## config.mk

```make
export PLATFORM = sky130hd
export DESIGN_NAME = cp0_unit_flat
export DESIGN_NICKNAME = d
export VERILOG_FILES = /design/src/rtl/cp0_unit_pkg.sv /design/src/rtl/cp0_unit_if.sv /design/src/rtl/cp0_unit.sv /design/src/flat_wrapper.sv
export SDC_FILE = /design/constraint.sdc
export NUM_CORES = 1
export LEC_CHECK = 0
export ABC_AREA = 1
export BUFFER_PORTS_ARGS = -buffer_cell sky130_fd_sc_hd__buf_2
export CAP_MARGIN = 30
export CORE_ASPECT_RATIO = 1.25
export CORE_MARGIN = 4
export CORE_UTILIZATION = 47
export DETAILED_ROUTE_END_ITERATION = 8
export GPL_TIMING_DRIVEN = 0
export PLACE_DENSITY = 0.8
export SLEW_MARGIN = 20
export SYNTH_ARGS = -nofsm -noshare
export SYNTH_HDL_FRONTEND = slang
export SYNTH_SLANG_ARGS = --single-unit
```

## constraint.sdc

```tcl
create_clock -name clk -period 1.9 [get_ports clk]
set_input_delay 0.38 -clock clk [delete_from_list [all_inputs] [get_ports clk]]
set_output_delay 0.38 -clock clk [all_outputs]
set_load 0.01 [all_outputs]
```

## src/rtl/cp0_unit_pkg.sv

```systemverilog
// Shared CP0 definitions: register numbers, bit positions, exception codes and word packers.
// Used by the CP0 unit, the exception encoder and the control decoder.
package cp0_unit_pkg;

    localparam logic [4:0] CP0_SR    = 5'd12;
    localparam logic [4:0] CP0_CAUSE = 5'd13;
    localparam logic [4:0] CP0_EPC   = 5'd14;
    localparam logic [4:0] CP0_PRID  = 5'd15;

    localparam int unsigned SR_IE_BIT     = 0;
    localparam int unsigned SR_EXL_BIT    = 1;
    localparam int unsigned SR_IM_LSB     = 10;
    localparam int unsigned SR_IM_MSB     = 15;
    localparam int unsigned CAUSE_EXC_LSB = 2;
    localparam int unsigned CAUSE_EXC_MSB = 6;
    localparam int unsigned CAUSE_IP_LSB  = 10;
    localparam int unsigned CAUSE_IP_MSB  = 15;
    localparam int unsigned CAUSE_BD_BIT  = 31;

    localparam logic [4:0] EXC_NONE    = 5'd0;
    localparam logic [4:0] EXC_INT     = 5'd0;
    localparam logic [4:0] EXC_ADEL    = 5'd4;
    localparam logic [4:0] EXC_ADES    = 5'd5;
    localparam logic [4:0] EXC_SYSCALL = 5'd8;
    localparam logic [4:0] EXC_RI      = 5'd10;
    localparam logic [4:0] EXC_OV      = 5'd12;

    localparam logic [31:0] PRID_DEFAULT         = 32'h0000_7F7F;
    localparam logic [31:0] HANDLER_ADDR_DEFAULT = 32'h0000_4180;

    // EXL is the handler-mode flag; unimplemented bits read as zero.
    typedef enum logic {StNormal = 1'b0, StHandler = 1'b1} exl_state_e;

    function automatic logic [31:0] pack_sr(input logic [5:0] im, input logic exl,
                                            input logic ie);
        logic [31:0] w;
        w = '0;
        w[SR_IM_MSB:SR_IM_LSB] = im;
        w[SR_EXL_BIT] = exl;
        w[SR_IE_BIT] = ie;
        return w;
    endfunction

    function automatic logic [31:0] pack_cause(input logic bd, input logic [5:0] ip,
                                               input logic [4:0] exc);
        logic [31:0] w;
        w = '0;
        w[CAUSE_BD_BIT] = bd;
        w[CAUSE_IP_MSB:CAUSE_IP_LSB] = ip;
        w[CAUSE_EXC_MSB:CAUSE_EXC_LSB] = exc;
        return w;
    endfunction

endpackage

```

## src/rtl/cp0_unit_if.sv

```systemverilog
// Pipeline <-> CP0 connection: mfc0/mtc0 access, M-stage exception info and redirect outputs.
interface cp0_unit_if;
    logic [4:0]  A1;
    logic [4:0]  A2;
    logic [31:0] Din;
    logic        we;
    logic [31:0] M_pc;
    logic        M_bd;
    logic [4:0]  M_ExcCode;
    logic [5:0]  HWInt;
    logic        EXLClr;
    logic [31:0] Dout;
    logic [31:0] EPCout;
    logic        Req;
    logic [31:0] handler_pc;

    modport master (
        output A1, A2, Din, we, M_pc, M_bd, M_ExcCode, HWInt, EXLClr,
        input  Dout, EPCout, Req, handler_pc
    );

    modport slave (
        input  A1, A2, Din, we, M_pc, M_bd, M_ExcCode, HWInt, EXLClr,
        output Dout, EPCout, Req, handler_pc
    );
endinterface

```

## src/rtl/cp0_unit.sv

```systemverilog
// Coprocessor-0: SR/Cause/EPC/PRId registers, interrupt/exception request logic and eret target.
// Request is combinational so the pipeline can flush in the same cycle the event is seen.
module cp0_unit
    import cp0_unit_pkg::*;
#(
    parameter logic [31:0] PRID_VAL     = PRID_DEFAULT,
    parameter logic [31:0] HANDLER_ADDR = HANDLER_ADDR_DEFAULT
) (
    input logic        clk,
    input logic        reset,
    cp0_unit_if.slave  bus
);

    logic [5:0]  sr_im_q, sr_im_d;
    exl_state_e  sr_exl_q, sr_exl_d;
    logic        sr_ie_q, sr_ie_d;
    logic        cause_bd_q, cause_bd_d;
    logic [5:0]  cause_ip_q, cause_ip_d;
    logic [4:0]  cause_exc_q, cause_exc_d;
    logic [31:0] epc_q, epc_d;

    logic in_handler;
    logic int_req;
    logic exc_req;
    logic req;
    logic mtc0_en;

    assign in_handler = (sr_exl_q == StHandler);
    assign int_req    = (|(bus.HWInt & sr_im_q)) & sr_ie_q & ~in_handler;
    assign exc_req    = (bus.M_ExcCode != EXC_NONE) & ~in_handler;
    // While reset is held the exception input may be garbage; never request then.
    assign req        = reset & (int_req | exc_req);
    assign mtc0_en    = bus.we & ~req;

    always_comb begin
        sr_im_d  = sr_im_q;
        sr_exl_d = sr_exl_q;
        sr_ie_d  = sr_ie_q;
        if (req) begin
            sr_exl_d = StHandler;
        end else begin
            if (bus.EXLClr) begin
                sr_exl_d = StNormal;
            end
            // An mtc0 to SR overrides a same-edge eret for determinism.
            if (mtc0_en && bus.A2 == CP0_SR) begin
                sr_im_d  = bus.Din[SR_IM_MSB:SR_IM_LSB];
                sr_exl_d = exl_state_e'(bus.Din[SR_EXL_BIT]);
                sr_ie_d  = bus.Din[SR_IE_BIT];
            end
        end
    end

    always_comb begin
        cause_ip_d  = bus.HWInt;
        cause_bd_d  = cause_bd_q;
        cause_exc_d = cause_exc_q;
        if (req) begin
            cause_bd_d  = bus.M_bd;
            cause_exc_d = int_req ? EXC_INT : bus.M_ExcCode;
        end
    end

    always_comb begin
        epc_d = epc_q;
        if (req) begin
            epc_d = bus.M_bd ? (bus.M_pc - 32'd4) : bus.M_pc;
        end else if (mtc0_en && bus.A2 == CP0_EPC) begin
            epc_d = bus.Din & 32'hFFFF_FFFC;
        end
    end

    always_ff @(posedge clk or negedge reset) begin
        if (!reset) begin
            sr_im_q  <= '0;
            sr_exl_q <= StNormal;
            sr_ie_q  <= 1'b0;
        end else begin
            sr_im_q  <= sr_im_d;
            sr_exl_q <= sr_exl_d;
            sr_ie_q  <= sr_ie_d;
        end
    end

    always_ff @(posedge clk or negedge reset) begin
        if (!reset) begin
            cause_bd_q  <= 1'b0;
            cause_ip_q  <= '0;
            cause_exc_q <= '0;
        end else begin
            cause_bd_q  <= cause_bd_d;
            cause_ip_q  <= cause_ip_d;
            cause_exc_q <= cause_exc_d;
        end
    end

    always_ff @(posedge clk or negedge reset) begin
        if (!reset) begin
            epc_q <= '0;
        end else begin
            epc_q <= epc_d;
        end
    end

    always_comb begin
        case (bus.A1)
            CP0_SR:    bus.Dout = pack_sr(sr_im_q, in_handler, sr_ie_q);
            CP0_CAUSE: bus.Dout = pack_cause(cause_bd_q, cause_ip_q, cause_exc_q);
            CP0_EPC:   bus.Dout = epc_q;
            CP0_PRID:  bus.Dout = PRID_VAL;
            default:   bus.Dout = '0;
        endcase
    end

    assign bus.EPCout     = epc_q;
    assign bus.Req        = req;
    assign bus.handler_pc = req ? HANDLER_ADDR : 32'h0;

endmodule

```

## src/flat_wrapper.sv

```systemverilog
// flat-port wrapper written by rule: the top's interface ports become plain ports
module cp0_unit_flat import cp0_unit_pkg::*;
#(
    parameter logic [31:0] PRID_VAL     = PRID_DEFAULT,
    parameter logic [31:0] HANDLER_ADDR = HANDLER_ADDR_DEFAULT
)
  (clk, reset, bus_A1, bus_A2, bus_Din, bus_we, bus_M_pc, bus_M_bd, bus_M_ExcCode, bus_HWInt, bus_EXLClr, bus_Dout, bus_EPCout, bus_Req, bus_handler_pc);
  cp0_unit_if bus_i ();
  input logic clk;
  input logic reset;
  input wire logic [$bits(bus_i.A1)-1:0] bus_A1;
  input wire logic [$bits(bus_i.A2)-1:0] bus_A2;
  input wire logic [$bits(bus_i.Din)-1:0] bus_Din;
  input wire logic [$bits(bus_i.we)-1:0] bus_we;
  input wire logic [$bits(bus_i.M_pc)-1:0] bus_M_pc;
  input wire logic [$bits(bus_i.M_bd)-1:0] bus_M_bd;
  input wire logic [$bits(bus_i.M_ExcCode)-1:0] bus_M_ExcCode;
  input wire logic [$bits(bus_i.HWInt)-1:0] bus_HWInt;
  input wire logic [$bits(bus_i.EXLClr)-1:0] bus_EXLClr;
  output wire logic [$bits(bus_i.Dout)-1:0] bus_Dout;
  output wire logic [$bits(bus_i.EPCout)-1:0] bus_EPCout;
  output wire logic [$bits(bus_i.Req)-1:0] bus_Req;
  output wire logic [$bits(bus_i.handler_pc)-1:0] bus_handler_pc;
  assign bus_i.A1 = bus_A1;
  assign bus_i.A2 = bus_A2;
  assign bus_i.Din = bus_Din;
  assign bus_i.we = bus_we;
  assign bus_i.M_pc = bus_M_pc;
  assign bus_i.M_bd = bus_M_bd;
  assign bus_i.M_ExcCode = bus_M_ExcCode;
  assign bus_i.HWInt = bus_HWInt;
  assign bus_i.EXLClr = bus_EXLClr;
  assign bus_Dout = bus_i.Dout;
  assign bus_EPCout = bus_i.EPCout;
  assign bus_Req = bus_i.Req;
  assign bus_handler_pc = bus_i.handler_pc;
  cp0_unit #(.PRID_VAL(PRID_VAL), .HANDLER_ADDR(HANDLER_ADDR)) u_core (.clk(clk), .reset(reset), .bus(bus_i));
endmodule
```

Word-level counts from Yosys, hierarchy flattened
Cells that the tools add are included.
{ "word_totals": {"regBits": 52, "wordCells": 39} }
{ "op_classes": {"addsub": 1, "n_eq_ne": 6, "muxes": 9, "n_bitwise": 9, "reduce_logical": 7} }
{ "ops": {"columns": ["operator", "n"], "rows": [
  ["32-bit one-hot mux with 4 select lines", 1],
  ["32-bit two-way mux", 3],
  ["32-bit by 3-bit subtractor with 32-bit output (second input constant)", 1],
  ["5-bit by 4-bit equality test with 1-bit output (second input constant)", 6],
  ["15-bit two-way mux", 1],
  ["6-bit bitwise AND", 1],
  ["6-bit OR reduction", 1],
  ["1-bit bitwise AND", 5],
  ["5-bit two-way mux", 1],
  ["5-bit nonzero test", 1],
  ["1-bit two-way mux", 3],
  ["3-bit nonzero test", 1],
  ["1-bit logical AND", 2],
  ["1-bit NOT", 2],
  ["2-bit AND reduction", 1],
  ["2-bit nonzero test", 1],
  ["1-bit bitwise OR", 1]
]} }

Logic depth before layout (Yosys ltp)
{ "logic_depth": {"ltp_word": 11, "depth_mapped": 13, "ltp_nobuf": 13} }

Worst setup path after synthesis
OpenSTA, ideal clock, no wires.
{ "synth_timing": {"kind": "input -> output", "startpoint": "input port bus_HWInt[5]", "endpoint": "output port bus_handler_pc[14]", "arrival_time_ns": 1.211, "path_slack_ns": 0.309, "stages": 10, "path_buffers": 2, "cell_sequence": "nand2_1 -> nand2_1 -> nor2_1 -> nand2_1 -> nand2_1 -> nand2_2 -> nand2_4 -> inv_2 -> buf_4 -> buf_4"} }
{ "synth_via": {"elab_chain_cells": 7} }
{ "synth_rtl": {"columns": ["item", "line_no", "source"], "rows": [
  ["from (decl)", "flat_wrapper.sv:18", "input wire logic [$bits(bus_i.HWInt)-1:0] bus_HWInt;"],
  ["6-bit bitwise AND", "cp0_unit.sv:29", "assign int_req = (|(bus.HWInt & sr_im_q)) & sr_ie_q & ~in_handler;"],
  ["6-bit OR reduction", "cp0_unit.sv:29", null],
  ["1-bit bitwise AND (2 in series)", "cp0_unit.sv:29", null],
  ["1-bit bitwise OR", "cp0_unit.sv:32", "assign req = reset & (int_req | exc_req);"],
  ["1-bit bitwise AND", "cp0_unit.sv:32", null],
  ["via bus_Req", "flat_wrapper.sv:22", "output wire logic [$bits(bus_i.Req)-1:0] bus_Req;"],
  ["15-bit two-way mux", "cp0_unit.sv:117", "assign bus.handler_pc = req ? HANDLER_ADDR : 32'h0;"],
  ["to (decl)", "flat_wrapper.sv:23", "output wire logic [$bits(bus_i.handler_pc)-1:0] bus_handler_pc;"]
]} }
The timed path passes the listed nets, and every way through them passes these cells.

Final worst setup path
{ "layout_timing": {"startpoint": "register u_core.sr_im_q[5]", "endpoint": "output port bus_handler_pc[7]"} }
{ "layout_via": {"elab_chain_cells": 7} }
{ "layout_rtl": {"columns": ["item", "line_no", "source"], "rows": [
  ["from (decl)", "cp0_unit.sv:14", "logic [5:0] sr_im_q, sr_im_d;"],
  ["from (signal assigned)", "cp0_unit.sv:79", "sr_im_q <= sr_im_d;"],
  ["6-bit bitwise AND", "cp0_unit.sv:29", null],
  ["6-bit OR reduction", "cp0_unit.sv:29", null],
  ["1-bit bitwise AND (2 in series)", "cp0_unit.sv:29", null],
  ["1-bit bitwise OR", "cp0_unit.sv:32", null],
  ["1-bit bitwise AND", "cp0_unit.sv:32", null],
  ["15-bit two-way mux", "cp0_unit.sv:117", null]
]} }
Every way passes these cells.

==> impl_results.md <==
- Status: complete, but fails checks
- Failing checks: setup timing
- Leading cell types by total area after synthesis: dfrtp_1, nand2_1, inv_1
- Sw power: 1.63 mW
- Largest net degree at the start of global routing: 54
- Slew of the pin with the lowest slew margin: 0.696 ns
- #FFs+latches synth: 52
- Crit path max-delay cell type: dfrtp_1
- Hold Fails Final Rpt: 0
- Post-synth EDFFs: 0
- Cell Chain, Critical Path: nand2_1 -> nand2_1 -> nor2_2 -> nand2_1 -> nand2_1 -> nand2_2 -> nand2_4 -> inv_8 -> buf_6 -> buf_6
- CP max FO: 5
- Share of cells above drive strength 1: 0.315
- Grt total ovfl: 0
- Syn Inst Count: 584
- WP buf/inv: 3
- Worst path max stage delay: 0.40 ns
- Std-Cell Rows: 36
- Syn. warnings: 0
- Initial antenna violation count: 0
- PortBufs: 157
- Clk Latency, worst-skew pair: 0.30 ns
- Routed wire length: 12500 um
- Clock network fraction of design power: 0.180
- Post-DP HPWL: 10100 um
- Fin crit period: 1.94 ns
- Avg Inst Size Synth: 6.59 um2
- Cells on worst reg2reg path: 13
- Inserted Diodes: 0
- Die width: 88.9 um
- Max IR drop VDD: 0.586 mV
- Vias per std cell: 4.92
- CP delay by family, top: simple AND/OR/NAND/NOR gates
- Fillers: 755
- RSZ-0062 raised after global routing: yes
- Post-synth top area share: 0.338
- Core Area: 7880 um2
- Hold_buf cts: 0
- Sequential Area: 1300 um2
- Layout Utilization: 0.644
- Class of the worst hold path: input port to async pin
- Period utilization: 1.02
- Clk slew on worst S/H paths: 0.09 ns
- Synth Cell Area: 3850 um2
- Setup TNS: -0.0976 ns
- Global-route wire length before repair: 19100 um
- Post-synthesis sequential area ratio: 0.338
- PwrDens: 823 nW/um2
- Setup slack after layout: -0.0362 ns
- Detailed-route DRC error count: 0
- Clock root buffer: clkbuf_8
- MaxCap Viol Count: 0
- Cell variety after synth: 36
- Comb power frac: 0.414
- Top Ports: 187
- Worst EP arrival: 1.56 ns
- Fin nets: 874
- Seq pwr share: 0.406
- Leakage power: 2.97 nW
- Clock skew: 0.00435 ns
- Initial core utilization: 0.488
- CP endpoint kind: primary output
- Worst EP required: 1.52 ns
- Final Max Slew Viols: 0
- Synth Flop Type: dfrtp_1
- Clock sink total: 52
- Longest Clk Path Bufs: 2
- Asr flop ratio synth: 1.00
- DIE AREA: 9710 um2
- DR iter-0 viols: 235
- P&R area growth vs syn: 31.9%
- Reg2reg end: u_core.bus.EPCout[17]
- Final setup fails: 3
- Via count: 4321
- Dominant cell type by area after synthesis: dfrtp_1
- Die height: 109 um
- Inserted Clock Buffers: 5
- Area of the multi-input gates: 1990 um2
- Fmax: 0.516 GHz
- H-tree lvl count: 2
- Post-route ant nets: 0
- GP Congestion: 0.885
- Flop2flop setup slack: 0.02 ns
- Drt wl/cell: 14.2 um
- FF-to-FF Start: u_core.sr_im_q[5]
- Top cell by count, worst path: nand2_1
- CTS tree: built
- Crit Path Category: flop to primary output
- Worst setup SP type: flop
- Net Sw Frac: 0.390
- Number of global-route vias before repair: 4136
- Total track usage: 0.251
- Cell-internal power: 2.55 mW
- Max transition margin: 0.536
- Pre-antenna DRT Iters: 5
-- layout by cell type, fill, tap and decap left out, types with 2 or more instances in the layout --
| cell type | instances |
|---|---|
| nand2_1 | 183 |
| buf_2 | 157 |
| inv_1 | 78 |
| nor2_1 | 60 |
| dfrtp_1 | 52 |
| o21ai_0 | 48 |
| buf_4 | 38 |
| conb_1 | 29 |
| nand3_1 | 27 |
| xor2_1 | 15 |
| buf_6 | 12 |
| nand2_2 | 9 |
| o21ai_1 | 9 |
| nand4_1 | 8 |
| nor2_2 | 8 |
| o221ai_1 | 6 |
| nor3_1 | 5 |
| a21oi_1 | 5 |
| clkbuf_8 | 5 |
| clkbuf_2 | 3 |
| nor2_4 | 3 |
| inv_2 | 2 |
| o2111ai_1 | 2 |
| clkbuf_1 | 2 |
-- metrics by stage --
stage	cells	worst slack, ns	hold slack, ns	total power [mW]	cell area (um2)
floorplan	612	0.309	0.0844	2.62	3950
CTS	877	-0.0572	0.135	4.15	5050
detailed placement	864	-0.285	0.463	3.33	4860
finish	879	-0.0362	0.114	4.18	5080
global route	879	-0.131	0.170	4.46	5080
global placement	864	-0.651	0.491	3.28	4860
-- per-layer routing --
metal  vias up  GRT usage  wire (um)
li1       2146          -          -
met1      1958      0.303       4720
met5         -          0          0
met2       196      0.449       6380
met4         0     0.0851        301
met3        21     0.0401       1100
-- power groups by stage --
stage	clock (mW)	sequential (mW)	combinational [mW]
2_1_floorplan	0	1.79	0.827
3_3_place_gp	0	1.70	1.58
3_5_place_dp	0	1.72	1.62
4_1_cts	0.755	1.69	1.70
5_1_grt	0.802	1.73	1.92
6_report	0.750	1.70	1.73
-- flip-flops by register name, summed over array words and instances (netlist names) --
register            flops
u_core.bus.EPCout      32
u_core.cause_bd_q       1
u_core.cause_exc_q      5
u_core.cause_ip_q       6
u_core.in_handler       1
u_core.sr_ie_q          1
u_core.sr_im_q          6
-- synthesized netlist by cell type, types with 5 or more instances --
library cell and instances:
nand2_1 184, inv_1 80, nor2_1 61, dfrtp_1 52
o21ai_0 51, buf_4 34, nand3_1 27, xor2_1 15
nand2_2 8, nand4_1 8, nor2_2 7, o21ai_1 6
o221ai_1 6, a21oi_1 5, buf_6 5, nor3_1 5
-- worst max path at each step --
stage	start	to	slack, ns	cells past startpoint
floorplan	bus_HWInt[5]	bus_handler_pc[14]	0.31	10
global placement	reset	bus_handler_pc[14]	-0.65	6
detailed placement	reset	bus_handler_pc[8]	-0.29	6
CTS	u_core.sr_im_q[3]	bus_handler_pc[14]	-0.06	10
global route	u_core.sr_im_q[5]	bus_handler_pc[7]	-0.13	10
finish	u_core.sr_im_q[5]	bus_handler_pc[7]	-0.04	10
-- cell families (layout without fill, tap and decap cells) --
| family | Yosys count | after routing | synth area share |
|---|---|---|---|
| DFF | 52 | 52 | 0.338 |
| adders and majority gates | 1 | 1 | 0.00325 |
| buffers and inverters | 132 | 304 | 0.175 |
| other | 1 | 29 | 0.000974 |
| xor gates and xnor gates | 16 | 16 | 0.0364 |
| and+or+nand+nor | 306 | 306 | 0.334 |
| AOI/OAI and AO/OA | 76 | 76 | 0.112 |
-- area by class of cell --
cell class / count / share of cell area
Multi-Input combinational cell: 428 / 0.391
Sequential cell: 52 / 0.256
Timing Repair Buffer: 164 / 0.169
Buffer: 47 / 0.0720
Inverter: 84 / 0.0653
Tap cell: 95 / 0.0234
Clock buffer: 6 / 0.0143
Clock inverter: 2 / 0.00690
Timing Repair inverter: 1 / 0.00123
-- what timing repair did --
action | CTS | global route
pin swaps | 4 | 6
buffers inserted | 5 | 2
gates cloned | 1 | 0
endpoints found under the setup margin | 27 | 16
resized for setup | 14 | 8
(Power assumes the default switching activity.)
